File: src/rtl/scan_pkg.sv
// Shared definitions for the scan sequencer: state encoding and index geometry.
package scan_pkg;

  localparam int IDX_W   = 2;
  localparam int NUM_IDX = 4;

  typedef enum logic [1:0] {
    ST_IDLE   = 2'd0,
    ST_ACTIVE = 2'd1,
    ST_BLANK  = 2'd2
  } state_t;

endpackage

File: src/rtl/scan_seq_if.sv
// Control and select bundle between a scan controller and the scan sequencer.
interface scan_seq_if #(
  parameter int DWELL_W = 16
) ();

  logic               start;
  logic               stop;
  logic               cont;
  logic [DWELL_W-1:0] dwell;
  logic               sel_a;
  logic               sel_b;
  logic               dec_en;
  logic               frame_done;
  logic               busy;

  modport master (
    output start, stop, cont, dwell,
    input  sel_a, sel_b, dec_en, frame_done, busy
  );

  modport slave (
    input  start, stop, cont, dwell,
    output sel_a, sel_b, dec_en, frame_done, busy
  );

endinterface

File: src/rtl/scan_seq.sv
// Round-robin scan sequencer: walks index 0..3 with a programmable dwell and a
// fixed blanking gap, driving the select/enable pins of the 2-to-4 decoder.
module scan_seq
  import scan_pkg::*;
#(
  parameter int DWELL_W   = 16,
  parameter int BLANK_CYC = 4
) (
  input  logic      clk,
  input  logic      rst,
  scan_seq_if.slave bus
);

  localparam logic [IDX_W-1:0]   LAST_IDX  = IDX_W'(NUM_IDX - 1);
  localparam bit                 HAS_BLANK = (BLANK_CYC > 0);
  localparam logic [DWELL_W-1:0] BLANK_M1  = HAS_BLANK ? DWELL_W'(BLANK_CYC - 1) : '0;

  state_t             r_state;
  logic [IDX_W-1:0]   r_idx;
  logic [DWELL_W-1:0] r_cnt;
  logic               r_fd;
  logic               r_dec_en;
  logic               r_busy;

  state_t             w_state_nxt;
  logic [IDX_W-1:0]   w_idx_nxt;
  logic [DWELL_W-1:0] w_cnt_nxt;
  logic               w_fd_nxt;
  logic               w_adv;
  logic               w_dec_en_nxt;
  logic               w_busy_nxt;
  logic [DWELL_W-1:0] w_dwell_m1;

  // A dwell of zero still gives one active cycle.
  assign w_dwell_m1 = (bus.dwell == '0) ? '0 : bus.dwell - 1'b1;

  // State register; enable/busy are registered from the next-state decode.
  always_ff @(posedge clk) begin
    if (rst) begin
      r_state  <= ST_IDLE;
      r_idx    <= '0;
      r_cnt    <= '0;
      r_fd     <= 1'b0;
      r_dec_en <= 1'b0;
      r_busy   <= 1'b0;
    end else begin
      r_state  <= w_state_nxt;
      r_idx    <= w_idx_nxt;
      r_cnt    <= w_cnt_nxt;
      r_fd     <= w_fd_nxt;
      r_dec_en <= w_dec_en_nxt;
      r_busy   <= w_busy_nxt;
    end
  end

  // Next-state logic.
  always_comb begin
    w_state_nxt = r_state;
    w_idx_nxt   = r_idx;
    w_cnt_nxt   = r_cnt;
    w_fd_nxt    = 1'b0;
    w_adv       = 1'b0;

    unique case (r_state)
      ST_IDLE: begin
        if (bus.start) begin
          w_state_nxt = ST_ACTIVE;
          w_idx_nxt   = '0;
          w_cnt_nxt   = w_dwell_m1;
        end
      end
      ST_ACTIVE: begin
        if (r_cnt != '0) begin
          w_cnt_nxt = r_cnt - 1'b1;
        end else if (HAS_BLANK) begin
          w_state_nxt = ST_BLANK;
          w_cnt_nxt   = BLANK_M1;
        end else begin
          w_adv = 1'b1;
        end
      end
      ST_BLANK: begin
        if (r_cnt != '0) w_cnt_nxt = r_cnt - 1'b1;
        else             w_adv     = 1'b1;
      end
      default: w_state_nxt = ST_IDLE;
    endcase

    // Advance out of the current index; cont only matters after the last one.
    if (w_adv) begin
      if (r_idx != LAST_IDX) begin
        w_state_nxt = ST_ACTIVE;
        w_idx_nxt   = r_idx + 1'b1;
        w_cnt_nxt   = w_dwell_m1;
      end else begin
        w_fd_nxt = 1'b1;
        if (bus.cont) begin
          w_state_nxt = ST_ACTIVE;
          w_idx_nxt   = '0;
          w_cnt_nxt   = w_dwell_m1;
        end else begin
          w_state_nxt = ST_IDLE;
        end
      end
    end

    // Abort wins over everything, including a same-cycle start or frame end.
    if (bus.stop) begin
      w_state_nxt = ST_IDLE;
      w_idx_nxt   = r_idx;
      w_cnt_nxt   = r_cnt;
      w_fd_nxt    = 1'b0;
    end
  end

  // Output decode.
  always_comb begin
    w_dec_en_nxt = (w_state_nxt == ST_ACTIVE);
    w_busy_nxt   = (w_state_nxt != ST_IDLE);
  end

  assign bus.sel_a      = r_idx[1];
  assign bus.sel_b      = r_idx[0];
  assign bus.dec_en     = r_dec_en;
  assign bus.frame_done = r_fd;
  assign bus.busy       = r_busy;

endmodule

File: src/flat_wrapper.sv
// flat-port wrapper written by rule: the top's interface ports become plain ports
module scan_seq_flat import scan_pkg::*;
#(
  parameter int DWELL_W   = 16,
  parameter int BLANK_CYC = 4
)
  (clk, rst, bus_start, bus_stop, bus_cont, bus_dwell, bus_sel_a, bus_sel_b, bus_dec_en, bus_frame_done, bus_busy);
  scan_seq_if #(.DWELL_W(DWELL_W)) bus_i ();
  input  logic clk;
  input  logic rst;
  input wire logic [$bits(bus_i.start)-1:0] bus_start;
  input wire logic [$bits(bus_i.stop)-1:0] bus_stop;
  input wire logic [$bits(bus_i.cont)-1:0] bus_cont;
  input wire logic [$bits(bus_i.dwell)-1:0] bus_dwell;
  output wire logic [$bits(bus_i.sel_a)-1:0] bus_sel_a;
  output wire logic [$bits(bus_i.sel_b)-1:0] bus_sel_b;
  output wire logic [$bits(bus_i.dec_en)-1:0] bus_dec_en;
  output wire logic [$bits(bus_i.frame_done)-1:0] bus_frame_done;
  output wire logic [$bits(bus_i.busy)-1:0] bus_busy;
  assign bus_i.start = bus_start;
  assign bus_i.stop = bus_stop;
  assign bus_i.cont = bus_cont;
  assign bus_i.dwell = bus_dwell;
  assign bus_sel_a = bus_i.sel_a;
  assign bus_sel_b = bus_i.sel_b;
  assign bus_dec_en = bus_i.dec_en;
  assign bus_frame_done = bus_i.frame_done;
  assign bus_busy = bus_i.busy;
  scan_seq #(.DWELL_W(DWELL_W), .BLANK_CYC(BLANK_CYC)) u_core (.clk(clk), .rst(rst), .bus(bus_i));
endmodule
File: config.mk
export PLATFORM = sky130hd
export DESIGN_NAME = scan_seq_flat
export DESIGN_NICKNAME = d
export VERILOG_FILES = /design/src/rtl/scan_pkg.sv /design/src/rtl/scan_seq_if.sv /design/src/rtl/scan_seq.sv /design/src/flat_wrapper.sv
export SDC_FILE = /design/constraint.sdc
export NUM_CORES = 1
export LEC_CHECK = 0
export BUFFER_PORTS_ARGS = -buffer_cell sky130_fd_sc_hd__buf_4
export CORE_ASPECT_RATIO = 0.9
export CORE_UTILIZATION = 55
export CTS_BUF_LIST = sky130_fd_sc_hd__clkbuf_4 sky130_fd_sc_hd__clkbuf_8
export DETAILED_ROUTE_END_ITERATION = 10
export GPL_ROUTABILITY_DRIVEN = 0
export PLACE_DENSITY = 0.83
export SYNTH_ARGS = -nofsm -noshare
export SYNTH_HDL_FRONTEND = slang
export SYNTH_SLANG_ARGS = --single-unit
File: constraint.sdc
create_clock -name clk -period 6.4 [get_ports clk]
set_clock_uncertainty 0.1 [all_clocks]
set_input_delay 0.64 -clock clk [delete_from_list [all_inputs] [get_ports clk]]
set_output_delay 0.64 -clock clk [all_outputs]
set_load 0.01 [all_outputs]
==> results.yml, run 1 <==
min_path:
  hold_path_class: "flop to flop"
  hp-start: "u_core.r_cnt[4]"
  min_to: "u_core.r_cnt[4]"
  holdPathStages: 2
timing:
  max_freq_mhz: 377
  worst-slew-pin-transition_ns: 0.589
  hold_violations: 0
  worst_slack_ns: 3.75
  slew_violations: 0
  rsz0062_at_grt: "false"
  finalSetupViolations: 0
  fin_crit_sh_pct: 41.5
  period_needed_ns: 2.65
  relSlewSlack_pct: 60.5
  finalSetupTns_ns: 0
die:
  die_w_um: 61.7
  coreArea_mm2: 0.00304
  initial_core_util_pct: 57.9
  num_rows: 19
  ios: 26
  die_h_um: 55.7
  dieArea_mm2: 0.00343
cts:
  cts_max_path_buffers: 2
  clock_sinks: 23
  postCtsHoldBufs: 0
  cts_made_buffers: 3
  postCtsSetupBuffers: 0
  clockRootBuffer: "clkbuf_4"
  clkLatencyLatePin_ns: 0.33
  cts_resized: 0
  tritoncts: "built"
  path_clk_slew_ns: 0.14
  htree_levels: 1
placed_design:
  hpwl_mm: 3.48
  port_buffers: 25
  dpl_worst_slack_ns: 3.73
synthesis:
  synth_nets: 255
  synth_compound_area_share_pct: 27.0
  async_reset_ff_share_pct: 0
  synthAdderAreaFrac_pct: 2.84
  yosys.area_share.simple_pct: 33.0
  synth-seq-area-share_pct: 26.1
  synth_area_leaders: "dfxtp_1, nor2_1, nand2_1, xnor2_1, nor3_1"
  synth_most_common_cell: "nor2_1"
  synth_seq_cells: 23
  syn_inst: 230
  yosysWarnings: 0
  muxShareOfSynthArea_pct: 0
  synth_edf_count: 0
  synth_area_per_cell_um2: 7.66
  synth_top_area_share_pct: 26.1
  synth_top_family_by_area: "simple AND/OR/NAND/NOR gates"
  ys.flop_type: "dfxtp_1"
  synth-xor-area-share_pct: 6.96
  synth_top_area_cell: "dfxtp_1"
  yosys-top-cells-count: "nor2_1, dfxtp_1, nand2_1, nor3_1, o21ai_0"
  synth_cell_types: 55
  syn_area_mm2: 0.00176
worst_setup_path:
  r2r_cells: 11
  r2r_start: "u_core.r_cnt[1]"
  criticalPathCategory: "flop to flop"
  required_ns: 6.52
  arrival_ns: 2.78
  r2r_slack_ns: 3.75
  reg2reg_to: "u_core.r_cnt[0]"
  cp_max_fo: 5
  end_kind: "flop"
  crit_path_start_kind: "flop"
power_and_ir_drop:
  power.total_mw: 0.361
  p_leak_nw: 0.730
  power.density_mw_per_mm2: 181
  ir_drop_uv: 92.8
finish:
  area_delta_synth_final_pct: 13.3
  nNetsFinal: 278
  final_util_pct: 65.6
  register_area_um2: 460
  antenna_cells: 0
  layout-drive-gt1-share_pct: 18.7
  nFillCells: 293
  multiInputGateArea_mm2: 0.00123
route:
  routed_wl_mm: 4.53
  viasPerCell: 6.21
  drtIter0Drc: 100
  first_pass_iters: 5
  avgRoutedWirePerCell_um: 15.4
  vias: 1826
  ant_nets: 0
  drc: 0
global_routing:
  grt_pass1_vias: 1639
  antenna_found_initial: 0
  track_usage_pct: 29.4
  grt_max_degree: 14
  grt_pass1_wl_mm: 7.57
  gr-total-overflow: 0
run:
  maxCapViolCount: 0
status:
  status: "completed"
[worst max-delay path: stages, from the launching register on]
cell	delay [ns]
dfxtp_1	0.38
inv_1	0.10
ha_1	0.20
nor3b_4	0.29
nand4_2	0.24
nor2_4	0.21
inv_2	0.09
ha_1	0.29
a21oi_1	0.12
nand2_1	0.11
a221oi_2	0.34
a211oi_1	0.07
[where the power goes]
group / switching (mW) / internal, mW / total (mW)
clock: 0.0490 / 0.0235 / 0.0725
combinational: 0.0761 / 0.0487 / 0.125
sequential: 0.0119 / 0.152 / 0.164
total: 0.137 / 0.224 / 0.361
[layer usage]
layer	up-vias	routed length, µm	global-route usage [%]	part of all wire [%]
met2	91	2040	44.9	45
met3	7	376	4.88	8.3
met5	-	0	0	0
met1	825	2030	40.6	45
li1	903	-	-	-
met4	0	89	11.7	2.0
[state kept, by name, summed over array words and instances, names as in the netlist]
| name | count |
|---|---|
| u_core.bus.busy | 1 |
| u_core.r_idx | 2 |
| u_core.bus.dec_en | 1 |
| u_core.bus.frame_done | 1 |
| u_core.r_cnt | 16 |
| u_core.r_state | 2 |
[layout make-up]
cell class / count / share of cell area (%)
Multi-Input combinational cell: 190 / 61.6
Sequential cell: 23 / 23.1
Timing Repair Buffer: 25 / 9.40
Tap cell: 42 / 2.63
Inverter: 10 / 1.88
Clock buffer: 3 / 1.13
Clock inverter: 1 / 0.251
[metrics by stage]
stage,hold WS [ns],instances,cell area (µm²)
after floorplan,0.382,230,1760
after detailed placement,0.417,290,1970
after global routing,0.456,294,2000
final,0.437,294,2000
after CTS,0.435,294,2000
after global placement,0.414,290,1970
[cells by family (layout without fill, tap and decap cells)]
group                      after synthesis  in the layout
DFF                                     23             23
and+or+nand+nor                        103            103
buffers and inverters                   17             39
xor gates and xnor gates                14             14
AOI/OAI and AO/OA                       69             69
adders and majority gates                4              4
[worst max-delay path by stage]
| stage | slack, ns | cells past startpoint | start | to |
|---|---|---|---|---|
| final | 3.75 | 11 | u_core.r_cnt[1] | u_core.r_cnt[0] |
| after global routing | 3.56 | 11 | u_core.r_cnt[1] | u_core.r_cnt[0] |
| after detailed placement | 3.73 | 9 | bus_dwell[0] | u_core.r_cnt[8] |
| after CTS | 3.80 | 11 | u_core.r_cnt[1] | u_core.r_cnt[0] |
| after global placement | 3.76 | 9 | bus_dwell[0] | u_core.r_cnt[8] |
| after floorplan | 4.09 | 6 | bus_dwell[8] | u_core.r_cnt[13] |
[placed cells by master, fill, tap and decap left out, drive strengths merged, types with 7 or more instances in the layout]
| cell | synthesis | final |
|---|---|---|
| nor3 | 14 | 14 |
| nand2 | 20 | 20 |
| a21oi | 8 | 8 |
| o21ai | 20 | 20 |
| xnor2 | 8 | 8 |
| o211ai | 8 | 8 |
| a31oi | 7 | 7 |
| nand3 | 7 | 7 |
| dfxtp | 23 | 23 |
| buf | 4 | 25 |
| nor2 | 31 | 31 |
| inv | 10 | 10 |
Power figures use the tool's default switching activity.
==> inputs of run 2 (changes only) <==
--- a/config.mk
+++ b/config.mk
@@ -7,11 +7,11 @@
 export LEC_CHECK = 0
 export BUFFER_PORTS_ARGS = -buffer_cell sky130_fd_sc_hd__buf_4
 export CORE_ASPECT_RATIO = 0.9
-export CORE_UTILIZATION = 55
+export CORE_UTILIZATION = 53
 export CTS_BUF_LIST = sky130_fd_sc_hd__clkbuf_4 sky130_fd_sc_hd__clkbuf_8
 export DETAILED_ROUTE_END_ITERATION = 10
 export GPL_ROUTABILITY_DRIVEN = 0
-export PLACE_DENSITY = 0.83
+export PLACE_DENSITY = 0.84
 export SYNTH_ARGS = -nofsm -noshare
 export SYNTH_HDL_FRONTEND = slang
 export SYNTH_SLANG_ARGS = --single-unit
==> constraint.sdc (replaced) <==
create_clock -name clk -period 2.3 [get_ports clk]
set_clock_uncertainty 0.1 [all_clocks]
set_input_delay 0.23 -clock clk [delete_from_list [all_inputs] [get_ports clk]]
set_output_delay 0.23 -clock clk [all_outputs]
set_load 0.01 [all_outputs]
==> results.yml, run 2 (synthesized netlist as in run 1, its figures left out) <==
status:
  status: "completed"
die:
  dieArea_mm2: 0.00356
  coreArea_mm2: 0.00311
  ios: 26
  initial_core_util_pct: 56.6
  num_rows: 19
  die_w_um: 62.8
  die_h_um: 56.7
worst_setup_path:
  worstPathCellList: "inv_1, ha_4, nor3b_4, nand4_2, nor2_4, inv_2, ha_1, a21oi_1, nand2_1, a221oi_2, a211oi_1"
  end_kind: "flop"
  cp_max_fo: 5
  r2r_start: "u_core.r_cnt[1]"
  crit_family: "simple AND/OR/NAND/NOR gates"
  arrival_ns: 2.24
  startpoint: "u_core.r_cnt[1]"
  max_stage_delay_ns: 0.32
  crit_path_top_delay_cell: "dfxtp_1"
  required_ns: 2.36
  criticalPathCategory: "flop to flop"
  crit_path_start_kind: "flop"
  path_buf_inv: 2
global_routing:
  grt_pass1_wl_mm: 7.96
  gr-total-overflow: 0
  grt_pass1_vias: 1778
  track_usage_pct: 28.2
  grt_max_degree: 14
  antenna_found_initial: 0
cts:
  postCtsHoldBufs: 0
  tritoncts: "built"
  htree_levels: 1
  cts_max_path_buffers: 2
  cts_made_buffers: 3
  clock_sinks: 23
  clockRootBuffer: "clkbuf_8"
  clkLatencyLatePin_ns: 0.27
  path_clk_slew_ns: 0.08
finish:
  layout-drive-gt1-share_pct: 25.0
  area_delta_synth_final_pct: 23.6
  mostFrequentLayoutCell: "buf_4"
  nNetsFinal: 298
  regMostFlops: "u_core.r_cnt"
  antenna_cells: 0
  largest_registers: "u_core.r_cnt x16, u_core.r_idx x2, u_core.r_state x2"
  largest_register_ffs: 16
  final_cell_mix: "buf_4, nor2_1, dfxtp_1"
run:
  maxCapViolCount: 0
timing:
  fin_crit_sh_pct: 94.8
  relSlewSlack_pct: 59.0
  hold_violations: 0
  worst_slack_ns: 0.120
  slew_violations: 0
  max_freq_mhz: 459
  finalSetupViolations: 0
  period_needed_ns: 2.18
  worst-slew-pin-transition_ns: 0.611
route:
  drtIter0Drc: 198
  routed_wl_mm: 4.68
  avgRoutedWirePerCell_um: 14.9
  first_pass_iters: 6
  vias: 1936
  drc: 0
  ant_nets: 0
  viasPerCell: 6.17
power_and_ir_drop:
  power.total_mw: 1.11
  ir_drop_uv: 250
  power.density_mw_per_mm2: 510
  p_leak_nw: 0.837
placed_design:
  dpl_worst_slack_ns: 0.0631
  hpwl_mm: 3.56
  port_buffers: 25
min_path:
  hp-start: "rst"
  hold_path_class: "input pin to flop"
## run 2: cell types whose count changed in the layout (fill, tap and decap cells not counted), sizes merged
cell / change
buf: +20
## run 2: routing by layer
layer / GRT usage (%) / up-vias / part of all wire (%)
met4: 11.6 / 0 / 1.8
li1: - / 945 / -
met5: 0 / - / 0
met2: 45.0 / 110 / 46
met3: 5.69 / 12 / 8.7
met1: 37.0 / 869 / 43
## run 2: stage by stage
step	instance area [µm²]	setup TNS, ns	utilization, %	hold WS [ns]	std cells
after floorplan	1760	0	-	0.304	230
after global placement	2110	0	67.8	0.378	309
after detailed placement	2110	0	67.8	0.393	309
after CTS	2160	0	69.3	0.115	313
after global routing	2180	-0.0148	69.9	0.125	314
final	2180	0	69.9	0.120	314
## run 2: what timing repair did
| item | in CTS | in global routing |
|---|---|---|
| setup buffers | 0 | 1 |
| gates resized for setup | 0 | 2 |
| setup endpoints to repair | 0 | 11 |
## run 2: cell type report
type / count / area (µm²)
Multi-Input combinational cell: 190 / 1240
Fill cell: 270 / 937
Sequential cell: 23 / 460
Timing Repair Buffer: 45 / 338
Tap cell: 42 / 52.6
Clock buffer: 3 / 41.3
Inverter: 10 / 37.5
Clock inverter: 1 / 5.00
## run 2: where the power goes
group	total (mW)	internal, mW	switching, mW
Clock	0.254	0.121	0.133
Combinational	0.407	0.177	0.230
Sequential	0.450	0.423	0.0275
## run 2: path summary, 6_finish.rpt
kind                                         to  slack [ns]  cells past startpoint
worst min-delay path            u_core.r_idx[0]        0.12                      2
worst min register to register  u_core.r_cnt[4]        0.42                      2
worst max register to register  u_core.r_cnt[0]        0.12                     11
worst max-delay path            u_core.r_cnt[0]        0.12                     11
## run 2: worst reg2reg max path: cells and delay by family (launching register included)
kind / cells / cell delay [ns]
AO/OA/AOI/OAI: 3 / 0.43
adder cells (fa/ha/maj): 2 / 0.45
buffers and inverters: 2 / 0.19
flip-flops: 1 / 0.32
AND/OR/NAND/NOR: 4 / 0.60
